File: config.mk
export PLATFORM = sky130hd
export DESIGN_NAME = fetch_unit
export DESIGN_NICKNAME = d
export VERILOG_FILES = /design/src/rtl/fetch_unit.sv
export SDC_FILE = /design/constraint.sdc
export NUM_CORES = 1
export LEC_CHECK = 0
export ABC_CLOCK_PERIOD_IN_PS = 2200
export BUFFER_PORTS_ARGS = -buffer_cell sky130_fd_sc_hd__buf_2
export CAP_MARGIN = 20
export CORE_ASPECT_RATIO = 1.75
export CORE_UTILIZATION = 45
export CTS_CLUSTER_SIZE = 30
export DETAILED_ROUTE_END_ITERATION = 8
export PLACE_DENSITY = 0.68
export SKIP_LAST_GASP = 1
export SLEW_MARGIN = 20
export SYNTH_ARGS = -nofsm -noshare
export SYNTH_HDL_FRONTEND = slang
export SYNTH_SLANG_ARGS = --single-unit
File: constraint.sdc
create_clock -name Clock -period 2.2 [get_ports Clock]
set_clock_uncertainty 0.1 [all_clocks]
set_input_delay 0.33 -clock Clock [delete_from_list [all_inputs] [get_ports Clock]]
set_output_delay 0.33 -clock Clock [all_outputs]
set_load 0.005 [all_outputs]
File: src/rtl/fetch_unit.sv
// fetch_unit: instruction-fetch stage.
// Holds the byte PC, drives the instruction-memory word index, and buffers the
// returned instructions in a small circular queue. The queue head goes to decode
// over a valid/ready handshake. A taken-branch redirect flushes the queue and
// reloads the PC. An ECALL parks the unit in HALTED until the next redirect.
// Optional build macro: FETCH_PERF_CNT_EN adds FetchCount/StallCount outputs.
module fetch_unit #(
  parameter logic [63:0] ResetVector = 64'h4,
  parameter int          QueueDepth  = 2      // 2 or 4
) (
  input  logic        Clock,
  input  logic        ResetN,
  output logic [63:0] Address,
  input  logic [31:0] Instruction,
  input  logic        RedirectValid,
  input  logic [63:0] RedirectTarget,
  output logic        OutValid,
  input  logic        OutReady,
  output logic [31:0] OutInstruction,
  output logic [63:0] OutPC,
  output logic        Halted
`ifdef FETCH_PERF_CNT_EN
  ,
  output logic [31:0] FetchCount,
  output logic [31:0] StallCount
`endif
);

  localparam int PW = $clog2(QueueDepth);
  localparam int CW = $clog2(QueueDepth + 1);
  localparam logic [CW-1:0] DEPTH_C = CW'(QueueDepth);
  localparam logic [31:0]   ECALL   = 32'h0000_0073;

  typedef enum logic [1:0] {
    IDLE   = 2'd0,
    RUN    = 2'd1,
    HALTED = 2'd2
  } state_t;

  state_t        state, state_nxt;
  logic [63:0]   pc, pc_nxt;
  logic          push, pop;

  logic [31:0]   q_instr [QueueDepth];
  logic [63:0]   q_pc    [QueueDepth];
  logic [PW-1:0] rd_ptr, wr_ptr;
  logic [CW-1:0] count;

  // Next-state, next-PC and push decision.
  always_comb begin
    // NOTE: every output of this block gets a default first, so no path leaves
    // a value unassigned and no latch is inferred.
    state_nxt = state;
    pc_nxt    = pc;
    push      = 1'b0;
    pop       = OutValid && OutReady;
    if (RedirectValid) begin
      // Redirect overrides IDLE and a same-cycle ECALL; low two bits are dropped.
      state_nxt = RUN;
      pc_nxt    = RedirectTarget & ~64'h3;
    end else begin
      case (state)
        IDLE: state_nxt = RUN;
        RUN: begin
          // A full queue can still accept when the head leaves this cycle.
          if (count != DEPTH_C || pop) begin
            push   = 1'b1;
            pc_nxt = pc + 64'd4;
            if (Instruction == ECALL) state_nxt = HALTED;
          end
        end
        HALTED: state_nxt = HALTED;
        default: state_nxt = IDLE;
      endcase
    end
  end

  // State and PC registers.
  always_ff @(posedge Clock or negedge ResetN) begin
    // NOTE: sequential state uses non-blocking assignments so every register
    // samples the pre-edge values regardless of statement order.
    if (!ResetN) begin
      state <= IDLE;
      pc    <= ResetVector;
    end else begin
      state <= state_nxt;
      pc    <= pc_nxt;
    end
  end

  // Queue storage: written at the write pointer on each push.
  always_ff @(posedge Clock or negedge ResetN) begin
    // NOTE: the storage is reset (it is only a few entries) because the head is
    // driven straight from it and must read as zero while in reset.
    if (!ResetN) begin
      for (int i = 0; i < QueueDepth; i++) begin
        q_instr[i] <= '0;
        q_pc[i]    <= '0;
      end
    end else if (push) begin
      q_instr[wr_ptr] <= Instruction;
      q_pc[wr_ptr]    <= pc;
    end
  end

  // Queue pointers and occupancy; a redirect discards everything held.
  always_ff @(posedge Clock or negedge ResetN) begin
    if (!ResetN) begin
      rd_ptr <= '0;
      wr_ptr <= '0;
      count  <= '0;
    end else if (RedirectValid) begin
      rd_ptr <= '0;
      wr_ptr <= '0;
      count  <= '0;
    end else begin
      // Depth is a power of two, so the natural pointer wrap is modulo depth.
      if (push) wr_ptr <= wr_ptr + 1'b1;
      if (pop)  rd_ptr <= rd_ptr + 1'b1;
      case ({push, pop})
        2'b10:   count <= count + 1'b1;
        2'b01:   count <= count - 1'b1;
        default: count <= count;
      endcase
    end
  end

`ifdef FETCH_PERF_CNT_EN
  // Saturating event counters; only reset clears them, never a flush.
  always_ff @(posedge Clock or negedge ResetN) begin
    if (!ResetN) begin
      FetchCount <= '0;
      StallCount <= '0;
    end else begin
      if (push && FetchCount != '1) FetchCount <= FetchCount + 1'b1;
      if (state == RUN && !push && !RedirectValid && StallCount != '1)
        StallCount <= StallCount + 1'b1;
    end
  end
`endif

  assign Address        = {2'b00, pc[63:2]};
  assign OutValid       = (count != '0);
  assign OutInstruction = q_instr[rd_ptr];
  assign OutPC          = q_pc[rd_ptr];
  assign Halted         = (state == HALTED);

endmodule

## After elaboration in Yosys (flattened, before gate mapping)

Cells that the tools add are included.

| cells by class | value |
|---|---|
| $add $sub $neg | 5 |
| $lt $le $gt $ge | 3 |
| eq/ne operators | 8 |
| mux-type cells | 28 |
| bitwise logic cells | 2 |
| reduce and logical (&&, ||, !) cells | 12 |

Operators with widths:

| cell | count |
|---|---|
| 64-bit 2-to-1 mux | 7 |
| 128-bit bitwise mux | 1 |
| 32-bit 2-to-1 mux | 4 |
| 64-bit by 3-bit adder with 64-bit output, second input constant | 1 |
| 64-bit bitwise mux | 1 |
| 64-bit demux with 1-bit select | 1 |
| 32-bit demux with 1-bit select | 1 |
| 32-bit by 7-bit == test with 1-bit output, second input constant | 1 |
| 2-bit nonzero test | 5 |
| 2-bit 2-to-1 mux | 4 |
| 1-bit 2-to-1 mux | 7 |
| 3-bit inequality test, second input constant | 2 |
| 2-bit one-hot mux with 3 select lines | 1 |
| 2-bit by 1-bit == test with 1-bit output, second input constant | 2 |
| 2-bit == test, second input constant | 2 |
| 2-bit greater-or-equal comparator, second input constant | 2 |
| 1-bit inverter with 2-bit output | 2 |
| 2-bit one-hot mux with 2 select lines | 1 |
| 2-bit AND reduction | 2 |
| 3-bit nonzero test | 1 |
| 1-bit adder, second input constant | 2 |
| 2-bit by 1-bit adder with 2-bit output, second input constant | 1 |
| 1-bit logical AND | 2 |
| 2-bit logical NOT | 1 |
| other kinds (4) | 4 |

| word-level totals | value |
|---|---|
| flip-flop bits (word level) | 262 |
| bits of input ports | 100 |

## Depth between registers and ports, before layout

Gate-level depths: netlist of run 1.

| logic depth | value |
|---|---|
| word-level depth | 9 |
| depth in mapped cells | 10 |
| mapped depth without buffers | 7 |

## Worst setup path before layout of run 1

OpenSTA, ideal clock, no wires.

| timing path | value |
|---|---|
| kind | flip-flop to flip-flop |
| start point | reg pc[2] |
| end point | reg pc[62] |
| arrival | 2,185 ps |
| required time | 2,018 ps |
| slack | -167 ps |
| stages on the path, launching flop included | 9 |
| buffers on the path | 2 |
| path through | dfstp_2 -> ha_1 -> and3_1 -> and3_1 -> clkbuf_1 -> nand4_1 -> buf_2 -> or4_1 -> a31oi_1 |

| on the way | value |
|---|---|
| word-level cells in the longest chain between the ends | 4 |

RTL lines:

| item | line | RTL |
|---|---|---|
| from (decl) | 41 | `logic [63:0] pc, pc_nxt;` |
| from (signal assigned) | 84 | `pc <= ResetVector;` |
| from (signal assigned) | 87 | `pc <= pc_nxt;` |
| 64-bit by 3-bit adder with 64-bit output | 68 | `pc_nxt = pc + 64'd4;` |
| 64-bit 2-to-1 mux | 66 | `if (count != DEPTH_C \|\| pop) begin` |
| 64-bit 2-to-1 mux | 62 | `case (state)` |
| 64-bit 2-to-1 mux | 57 | `if (RedirectValid) begin` |

Every way passes these cells. The select of a mux whose other input is x is not followed.
A chain may end at the register's enable or synchronous reset.

## Worst setup path after layout of run 1

| timing path | value |
|---|---|
| start point | reg rd_ptr |
| end point | out OutInstruction[17] |

| on the way | value |
|---|---|
| word-level cells in the longest chain between the ends | 4 |

RTL lines:

| item | line | RTL |
|---|---|---|
| from (decl) | 46 | `logic [PW-1:0] rd_ptr, wr_ptr;` |
| from (signal assigned) | 119 | `if (pop) rd_ptr <= rd_ptr + 1'b1;` |
| 1-bit inverter with 2-bit output (not written as such) | 144 | `assign OutInstruction = q_instr[rd_ptr];` |
| 32-bit 2-to-1 mux (not written as such) (3 in series) | 144 |  |
| to (decl) | 19 | `output logic [31:0] OutInstruction,` |

Every way passes these cells. The select of a mux whose other input is x is not followed.

==> results.sh, run 1 <==
export IMPL_drt_wirelength_per_cell_um=21.08
export IMPL_drive_above_1_share=0.5201
export IMPL_hp_class="input port to flip-flop"
export IMPL_grt_max_degree=60
export IMPL_yosysWarnings=0
export IMPL_hold_violations=0
export IMPL_ir_drop_uv=808.4
export IMPL_crit_required_ns=1.77
export IMPL_syn_area_per_cell_um2=12.20
export IMPL_synth_seq_cells=256
export IMPL_critPathCaptureType="primary output"
export IMPL_slew_viol_final=0
export IMPL_synth_cell_area_mm2=0.01222
export IMPL_die_h_um=220.0
export IMPL_drv_cap=0
export IMPL_max_clock_freq_ghz=0.4329
export IMPL_ys_seq_area_frac=0.5245
export IMPL_gp_congestion=0.8745
export IMPL_clk_pin_slew_ns=0.06
export IMPL_status="complete, but fails checks"
export IMPL_antenna_left=0
export IMPL_fin_ws_ns=-0.1103
export IMPL_cts_root_buffer="clkbuf_16"
export IMPL_die_area_mm2=0.02783
export IMPL_min_path_cells=3
export IMPL_fin_util=0.6580
export IMPL_num_nets_final=1582
export IMPL_h_tree_depth=1
export IMPL_final_area_mm2=0.01750
export IMPL_tightest_slew_ns=0.4934
export IMPL_die_w_um=126.5
export IMPL_portBuffers=255
export IMPL_violations="setup timing"
export IMPL_p_leak_nw=7.717
export IMPL_setup_viol_count_final=108
export IMPL_synthFlopType="dfrtp_1"
export IMPL_crit_fanout=10
export IMPL_fp_coreArea_mm2=0.02659
export IMPL_slew_headroom=0.6686
export IMPL_clk_path_buf_depth=3
export IMPL_final_min_clock_period_ns=2.310
export IMPL_cp_start_kind="flip-flop"
export IMPL_vias=10206
export IMPL_finalCritPeriodShare=1.050
export IMPL_start_util=0.4594
export IMPL_syn_inst=1001
export IMPL_reg2reg_depth=9
export IMPL_gr_total_overflow=0
export IMPL_avgViaCountPerCell=5.598
export IMPL_antenna_found_initial=5
export IMPL_insertion_delay_ns=0.54
export IMPL_post_dp_hpwl_um=23590
export IMPL_rsz0062_at_grt="yes"
export IMPL_tns_ns=-5.088
export IMPL_dr_pass1_iters=5
export IMPL_drt_total_wl_um=38430
export IMPL_post_synth_num_cell_types=45
export IMPL_power_density_mw_per_mm2=1165
export IMPL_first_iter_violations=517
export IMPL_cts_tree="done"
export IMPL_drc=0
export IMPL_io_pins=262
export IMPL_grt_pass1_wl_um=55700
export IMPL_async_flop_share=1.000
export IMPL_synth_edf_count=0
export IMPL_grt_usage=0.2572
export IMPL_cts_buffers=25
export IMPL_placed_area_mm2=0.01475
export IMPL_grt_pass1_vias=10502
export IMPL_cp_arrival_ns=1.88
export IMPL_cts_sinks=256
export IMPL_area_growth_pct=43.22
export IMPL_critPathKind="flip-flop to primary output"
export IMPL_rows=79
## path summary, 6_finish.rpt
| path | from | end | slack (ns) |
|---|---|---|---|
| max reg2reg | pc[2] | pc[56] | -0.11 |
| min in group asynchronous | ResetN | q_instr[13] | 0.20 |
| max in group asynchronous | ResetN | q_pc[98] | 1.09 |
| min | RedirectValid | state[0] | 0.05 |
| min reg2reg | q_pc[28] | q_pc[28] | 0.38 |
| max | rd_ptr | OutInstruction[17] | -0.11 |
## flip-flops by register name (all words and copies together) (netlist names)
register  flops
rd_ptr        1
q_pc        124
pc           62
count         2
wr_ptr        1
q_instr      64
state         2
## cells in the final DEF, fill, tap and decap left out, types with 7 or more instances in the layout
master,synthesis,layout
xor2_1,19,19
nand3_1,37,32
or4_1,11,7
nor2_1,41,41
nand4_1,26,26
and3_1,11,9
nor3_1,11,9
xnor2_1,17,17
o21ai_0,56,52
o31ai_1,10,10
buf_16,0,7
dfrtp_1,255,254
clkbuf_16,0,35
buf_6,0,22
a31oi_1,28,27
mux2_2,282,278
buf_2,20,246
nand2_1,59,58
buf_12,0,18
or3_1,15,15
buf_4,12,108
dlygate4sd3_1,0,96
nor4_1,16,11
## Yosys cell counts, types with 2 or more instances
cell type,number,area [um2]
a31oi_1,28,175.2
mux2_2,282,3176
nand3_2,3,30.03
nand4b_1,2,17.52
dfrtp_1,255,6381
nand2_1,59,221.5
and3_2,2,15.01
buf_2,20,100.1
nor4_1,16,100.1
and4_1,4,35.03
ha_1,4,50.05
nor2_1,41,153.9
nand3_1,37,185.2
nor4bb_1,2,20.02
nor3_1,11,55.05
nor3b_1,2,15.01
buf_4,12,90.09
and2_1,2,12.51
and3_1,11,68.82
o31ai_1,10,75.07
xor2_1,19,166.4
or4_1,11,82.58
nor4b_1,3,26.28
or3_1,15,93.84
xnor2_1,17,148.9
inv_1,5,18.77
nand4_1,26,162.7
buf_1,5,18.77
or4_4,2,22.52
o21ai_0,56,280.3
or2_2,2,12.51
clkbuf_1,24,90.09
## final cells by class
class / count / area, um2
antenna: 3 / 7.507
clock buffer: 35 / 723.2
clock inverter: 10 / 112.6
fill: 1901 / 9094
inverter: 5 / 18.77
multi-input combinational: 681 / 5733
sequential: 256 / 6411
tap: 324 / 405.4
timing repair buffer: 509 / 4084
## repair_timing
item / 4_1_cts / 5_1_grt
hold endpoints to repair: 177 / 0
setup buffers: 15 / 8
hold buffers: 96 / 0
gates cloned: 4 / 14
pin swaps: 20 / 22
gates resized for setup: 32 / 45
setup endpoints to repair: 212 / 196
## layer usage
metal  wire [um]  GRT usage  vias to the layer above
met2       20970     0.4893                      327
met3        1747    0.03812                      106
met1       13890     0.2794                     5158
li1            -          -                     4611
met4        1793     0.1137                        4
met5          22          0                        -
## report_power, final
group	internal, mW	switching, mW
logic	4.99	3.29
registers	6.62	1.06
clock network	2.53	1.89
total	14.1	6.25
## critical path: stages (launching register included)
cell and delay (ns):
dfrtp_4 0.50, buf_12 0.16, clkbuf_16 0.18, mux2_2 0.35
buf_2 0.13
## metrics by stage
step	total power [mW]	instances	hold slack (ns)	setup slack (ns)
after global routing	21.43	1823	0.1077	-0.2000
final	20.39	1823	0.05211	-0.1103
after global placement	14.29	1641	0.1851	-0.1467
after floorplan	11.74	1004	-0.06559	-0.03537
after detailed placement	14.59	1641	0.1882	-0.2132
after CTS	19.52	1801	0.03189	-0.09054
## logic make-up after synthesis
kind of cell / synth area share
xor gates and xnor gates: 0.02581
buffers and inverters: 0.02643
and+or+nand+nor: 0.1128
muxes: 0.2608
other: 0.0003070
AOI/OAI and AO/OA: 0.04527
DFF: 0.5245
adders and majority gates: 0.004097
No activity file was read; power rests on OpenSTA's default activity.
==> run 2: changes to the inputs <==
==> config.mk (replaced) <==
export PLATFORM = sky130hd
export DESIGN_NAME = fetch_unit
export DESIGN_NICKNAME = d
export VERILOG_FILES = /design/src/rtl/fetch_unit.sv
export SDC_FILE = /design/constraint.sdc
export NUM_CORES = 1
export LEC_CHECK = 0
export ABC_CLOCK_PERIOD_IN_PS = 2700
export BUFFER_PORTS_ARGS = -buffer_cell sky130_fd_sc_hd__buf_2
export CAP_MARGIN = 20
export CORE_ASPECT_RATIO = 1.75
export CORE_UTILIZATION = 45
export CTS_CLUSTER_SIZE = 30
export DETAILED_ROUTE_END_ITERATION = 8
export MAX_ROUTING_LAYER = met4
export PLACE_DENSITY = 0.65
export SKIP_LAST_GASP = 1
export SYNTH_ARGS = -nofsm -noshare
export SYNTH_HDL_FRONTEND = slang
export SYNTH_SLANG_ARGS = --single-unit
==> constraint.sdc (replaced) <==
create_clock -name Clock -period 2.7 [get_ports Clock]
set_clock_uncertainty 0.1 [all_clocks]
set_input_delay 0.405 -clock Clock [delete_from_list [all_inputs] [get_ports Clock]]
set_output_delay 0.405 -clock Clock [all_outputs]
set_load 0.005 [all_outputs]
==> results.sh, run 2 (synthesis gave the netlist of run 1 again) <==
export IMPL_seqPwrFrac=0.407
export IMPL_grt_pass1_wl_um=50430
export IMPL_grtUsageMet3=0.03350
export IMPL_finalCritPeriodShare=0.9299
export IMPL_cts_root_buffer="clkbuf_16"
export IMPL_slew_headroom=0.5892
export IMPL_drive_above_1_share=0.4872
export IMPL_top_usage_layer="met2"
export IMPL_rows=79
export IMPL_post_cts_buffers=0
export IMPL_area_growth_pct=25.78
export IMPL_met2_usage=0.4217
export IMPL_p_comb_frac=0.348
export IMPL_dr_pass1_iters=5
export IMPL_drt_wirelength_per_cell_um=19.20
export IMPL_clkPwrFrac=0.246
export IMPL_gr_total_overflow=0
export IMPL_fin_ws_ns=0.1893
export IMPL_largest_reg_flops=124
export IMPL_grt_max_degree=96
export IMPL_final_min_clock_period_ns=2.511
export IMPL_max_clock_freq_ghz=0.3983
export IMPL_power_density_mw_per_mm2=999.5
export IMPL_hold_violations=0
export IMPL_critPathKind="flip-flop to primary output"
export IMPL_timing_critical_path_cells="buf_12 -> mux2_2 -> buf_2"
export IMPL_tns_ns=0
export IMPL_internal_power_mw=10.90
export IMPL_grt_usage=0.2391
export IMPL_fp_coreArea_mm2=0.02659
export IMPL_die_h_um=220.0
export IMPL_switching_share=0.2905
export IMPL_critPathTopFamily="buffers and inverters"
export IMPL_antenna_left=0
export IMPL_cp_arrival_ns=2.01
export IMPL_antenna_found_initial=7
export IMPL_place_ws_ns=0.1192
export IMPL_cts_sinks=256
export IMPL_avgViaCountPerCell=5.514
export IMPL_h_tree_depth=1
export IMPL_final_cell_mix="mux2_2 (282), dfrtp_1 (254), buf_2 (254)"
export IMPL_vias=9126
export IMPL_total_power_mw=15.36
export IMPL_worst_path_largest_cell_delay_ns=0.44
export IMPL_cp_num_buf_inv=2
export IMPL_finalHoldWorstSlack_ns=0.02269
export IMPL_mostFrequentLayoutCell="mux2_2"
export IMPL_tightest_slew_ns=0.6085
export IMPL_setup_viol_count_final=0
export IMPL_crit_fanout=95
export IMPL_num_nets_final=1411
export IMPL_clk_pin_slew_ns=0.07
export IMPL_regMostFlops="q_pc"
export IMPL_die_area_mm2=0.02783
export IMPL_drv_cap=0
export IMPL_ir_drop_uv=1133
export IMPL_cpMaxStageDelayCell="buf_12"
export IMPL_cp_start_kind="flip-flop"
export IMPL_drt_total_wl_um=31780
export IMPL_gp_congestion=0.8137
export IMPL_cts_tree="done"
export IMPL_die_w_um=126.5
export IMPL_rsz0062_at_grt="no"
export IMPL_critPathCaptureType="primary output"
export IMPL_insertion_delay_ns=0.53
export IMPL_grt_pass1_vias=9361
export IMPL_post_dp_hpwl_um=22510
export IMPL_first_iter_violations=455
export IMPL_hp_class="input port to flip-flop"
export IMPL_top_regs="q_pc (124), q_instr (64), pc (62)"
export IMPL_grt_met1_usage=0.2706
export IMPL_drc=0
export IMPL_start_util=0.4594
export IMPL_cts_buffers=25
export IMPL_slew_viol_final=0
export IMPL_p_leak_nw=6.689
export IMPL_crit_required_ns=2.19
export IMPL_io_pins=262
export IMPL_p_sw_mw=4.461
export IMPL_status="completed"
export IMPL_portBuffers=255
export IMPL_clk_path_buf_depth=3
[run 2: changes by cell type in the layout (fill, tap and decap cells not counted), sizes merged]
cell,before,now
dlygate4sd3,96,33
diode,3,7
buf,403,305
clkinv,5,4
inv,6,7
bufinv,2,5
clkbuf,45,33
clkinvlp,2,0
[run 2: what timing repair did]
item / CTS / global route
gates resized for setup: 0 / 2
hold endpoints to repair: 97 / 0
endpoints found under the setup margin: 0 / 4
hold buffers: 33 / 0
[run 2: cell type report]
type / count / area (um2)
Tap cell: 324 / 405.4
Inverter: 5 / 18.77
Antenna cell: 7 / 17.52
Sequential cell: 256 / 6411
Timing Repair Buffer: 338 / 2105
Clock buffer: 33 / 695.7
Fill cell: 2289 / 11220
Clock inverter: 11 / 191.4
Multi-Input combinational cell: 681 / 5520
[run 2: worst paths after layout]
| path | startpoint | end | slack (ns) | cells past startpoint |
|---|---|---|---|---|
| worst min-delay path | RedirectTarget[9] | pc[9] | 0.02 | 3 |
| min in group asynchronous | ResetN | q_instr[39] | 0.31 | 2 |
| max in group asynchronous | ResetN | pc[27] | 1.37 | 3 |
| worst max register to register | pc[2] | pc[62] | 0.22 | 7 |
| worst min register to register | q_pc[28] | q_pc[28] | 0.38 | 2 |
| worst max-delay path | rd_ptr | OutPC[45] | 0.19 | 3 |
[run 2: layer usage]
metal | vias to the layer above | share of wire
li1 | 4249 | -
met1 | 4586 | 0.39
met2 | 226 | 0.54
met3 | 65 | 0.041
met4 | 0 | 0.032
met5 | - | 0
[run 2: per-stage QoR]
step,area (um2),std cells,utilization
3_5_place_dp,14120,1571,0.5312
4_1_cts,15340,1648,0.5770
6_report,15360,1655,0.5779
3_3_place_gp,14120,1571,0.5312
2_1_floorplan,12230,1004,-
5_1_grt,15360,1655,0.5779
[run 2: power by group through the flow]
stage	combinational, mW	sequential [mW]	clock [mW]
after floorplan	3.53	6.03	0
after global placement	5.26	6.19	0
after detailed placement	5.36	6.30	0
final	5.34	6.24	3.77
after CTS	5.42	6.23	3.88
after global routing	5.83	6.44	4.00
[run 2: worst min-delay path, delay by kind of cell]
kind                   cells  cell delay, ns
buffers and inverters      1            0.07
AND/OR/NAND/NOR            1            0.06
AO/OA/AOI/OAI              1            0.07
==> run 3: changes to the inputs <==
--- a/config.mk
+++ b/config.mk
@@ -12,7 +12,6 @@
 export CORE_UTILIZATION = 45
 export CTS_CLUSTER_SIZE = 30
 export DETAILED_ROUTE_END_ITERATION = 8
-export MAX_ROUTING_LAYER = met4
 export PLACE_DENSITY = 0.65
 export SKIP_LAST_GASP = 1
 export SYNTH_ARGS = -nofsm -noshare
==> results.sh, run 3 (synthesis gave the netlist of run 1 again) <==
export IMPL_grt_pass1_wl_um=50400
export IMPL_gp_congestion=0.8021
export IMPL_post_dp_hpwl_um=22510
export IMPL_power_density_mw_per_mm2=999.7
export IMPL_die_w_um=126.5
export IMPL_top_regs="q_pc (124), q_instr (64), pc (62)"
export IMPL_switching_share=0.2904
export IMPL_rows=79
export IMPL_clk_pin_slew_ns=0.07
export IMPL_grt_pass1_vias=9374
export IMPL_insertion_delay_ns=0.53
export IMPL_hold_violations=0
export IMPL_placed_area_mm2=0.01412
export IMPL_portBuffers=255
export IMPL_fp_coreArea_mm2=0.02659
export IMPL_mostFrequentLayoutCell="mux2_2"
export IMPL_setup_viol_count_final=0
export IMPL_critPathKind="flip-flop to primary output"
export IMPL_max_clock_freq_ghz=0.3911
export IMPL_start_util=0.4594
export IMPL_rsz0062_at_grt="no"
export IMPL_finalHoldWorstSlack_ns=0.01857
export IMPL_p_comb_frac=0.347
export IMPL_avgViaCountPerCell=5.553
export IMPL_dr_pass1_iters=5
export IMPL_crit_fanout=95
export IMPL_area_growth_pct=25.74
export IMPL_cts_sinks=256
export IMPL_total_power_mw=15.36
export IMPL_critPathCaptureType="primary output"
export IMPL_cts_root_buffer="clkbuf_16"
export IMPL_final_cell_mix="mux2_2 (282), dfrtp_1 (254), buf_2 (254)"
export IMPL_die_h_um=220.0
export IMPL_regMostFlops="q_pc"
export IMPL_die_area_mm2=0.02783
export IMPL_final_area_mm2=0.01536
export IMPL_io_pins=262
export IMPL_drt_total_wl_um=31740
export IMPL_cts_tree="done"
export IMPL_final_min_clock_period_ns=2.557
export IMPL_internal_power_mw=10.90
export IMPL_antenna_found_initial=7
export IMPL_clk_path_buf_depth=3
export IMPL_finalCritPeriodShare=0.9469
export IMPL_first_iter_violations=469
export IMPL_place_ws_ns=0.1192
export IMPL_tightest_slew_ns=0.6385
export IMPL_seqPwrFrac=0.407
export IMPL_cp_arrival_ns=2.05
export IMPL_p_leak_nw=6.689
export IMPL_clkPwrFrac=0.246
export IMPL_grt_usage=0.2318
export IMPL_drv_cap=0
export IMPL_drive_above_1_share=0.4872
export IMPL_cp_start_kind="flip-flop"
export IMPL_crit_required_ns=2.19
export IMPL_tns_ns=0
export IMPL_cts_buffers=25
export IMPL_status="completed"
export IMPL_drc=0
export IMPL_antenna_left=0
export IMPL_drt_wirelength_per_cell_um=19.20
export IMPL_vias=9179
export IMPL_ir_drop_uv=1132
export IMPL_largest_reg_flops=124
export IMPL_slew_headroom=0.5744
export IMPL_fin_ws_ns=0.1433
export IMPL_gr_total_overflow=0
export IMPL_slew_viol_final=0
export IMPL_grt_max_degree=96
export IMPL_hp_class="input port to flip-flop"
export IMPL_p_sw_mw=4.460
export IMPL_num_nets_final=1411
export IMPL_h_tree_depth=1
## run 3: cell count changes in the layout (fill, tap and decap cells not counted)
| cell | previous run | this run |
|---|---|---|
| diode_2 | 7 | 5 |
## run 3: repair_timing
item                                    in CTS  in global routing
resized for setup                            0                  2
setup buffers                                0                  0
endpoints found under the setup margin       0                  4
hold buffers                                33                  0
hold endpoints to repair                    97                  0
## run 3: path summary, 6_finish.rpt
kind                                        start          end  slack [ns]  cells past startpoint
worst max-delay path                       rd_ptr    OutPC[59]        0.14                      3
worst min-delay path            RedirectTarget[9]        pc[9]        0.02                      3
worst max register to register              pc[2]       pc[62]        0.21                      7
worst min register to register           q_pc[28]     q_pc[28]        0.38                      2
max in group asynchronous                  ResetN     q_pc[24]        1.38                      3
min in group asynchronous                  ResetN  q_instr[39]        0.31                      2
## run 3: layout make-up
type	instances	area, um2
Sequential cell	256	6411
Tap cell	324	405.4
Inverter	5	18.77
Clock inverter	11	191.4
Timing Repair Buffer	338	2105
Multi-Input combinational cell	681	5520
Fill cell	2288	11230
Antenna cell	5	12.51
Clock buffer	33	695.7
## run 3: metal layers
layer,share of wire,routed length (um),track usage,vias up
met4,0.032,1025,0.1016,4
met1,0.38,12080,0.2654,4582
met2,0.54,17010,0.4219,264
met3,0.051,1608,0.03933,72
li1,-,-,-,4257
met5,0.00060,19,0,-
## run 3: critical path, cell delays in order (launching register included)
cell,delay (ns)
dfrtp_4,0.42
buf_12,0.41
mux2_2,0.41
buf_2,0.15
## run 3: power groups by stage
stage | combinational (mW) | sequential, mW | clock, mW
detailed placement | 5.36 | 6.30 | 0
floorplan | 3.53 | 6.03 | 0
CTS | 5.42 | 6.23 | 3.88
global placement | 5.26 | 6.19 | 0
global route | 5.83 | 6.44 | 4.00
finish | 5.33 | 6.24 | 3.78
## run 3: per-stage QoR
stage,util,cells
final,0.5777,1653
after global routing,0.5777,1653
after CTS,0.5770,1648
after detailed placement,0.5312,1571
after global placement,0.5312,1571
after floorplan,-,1004
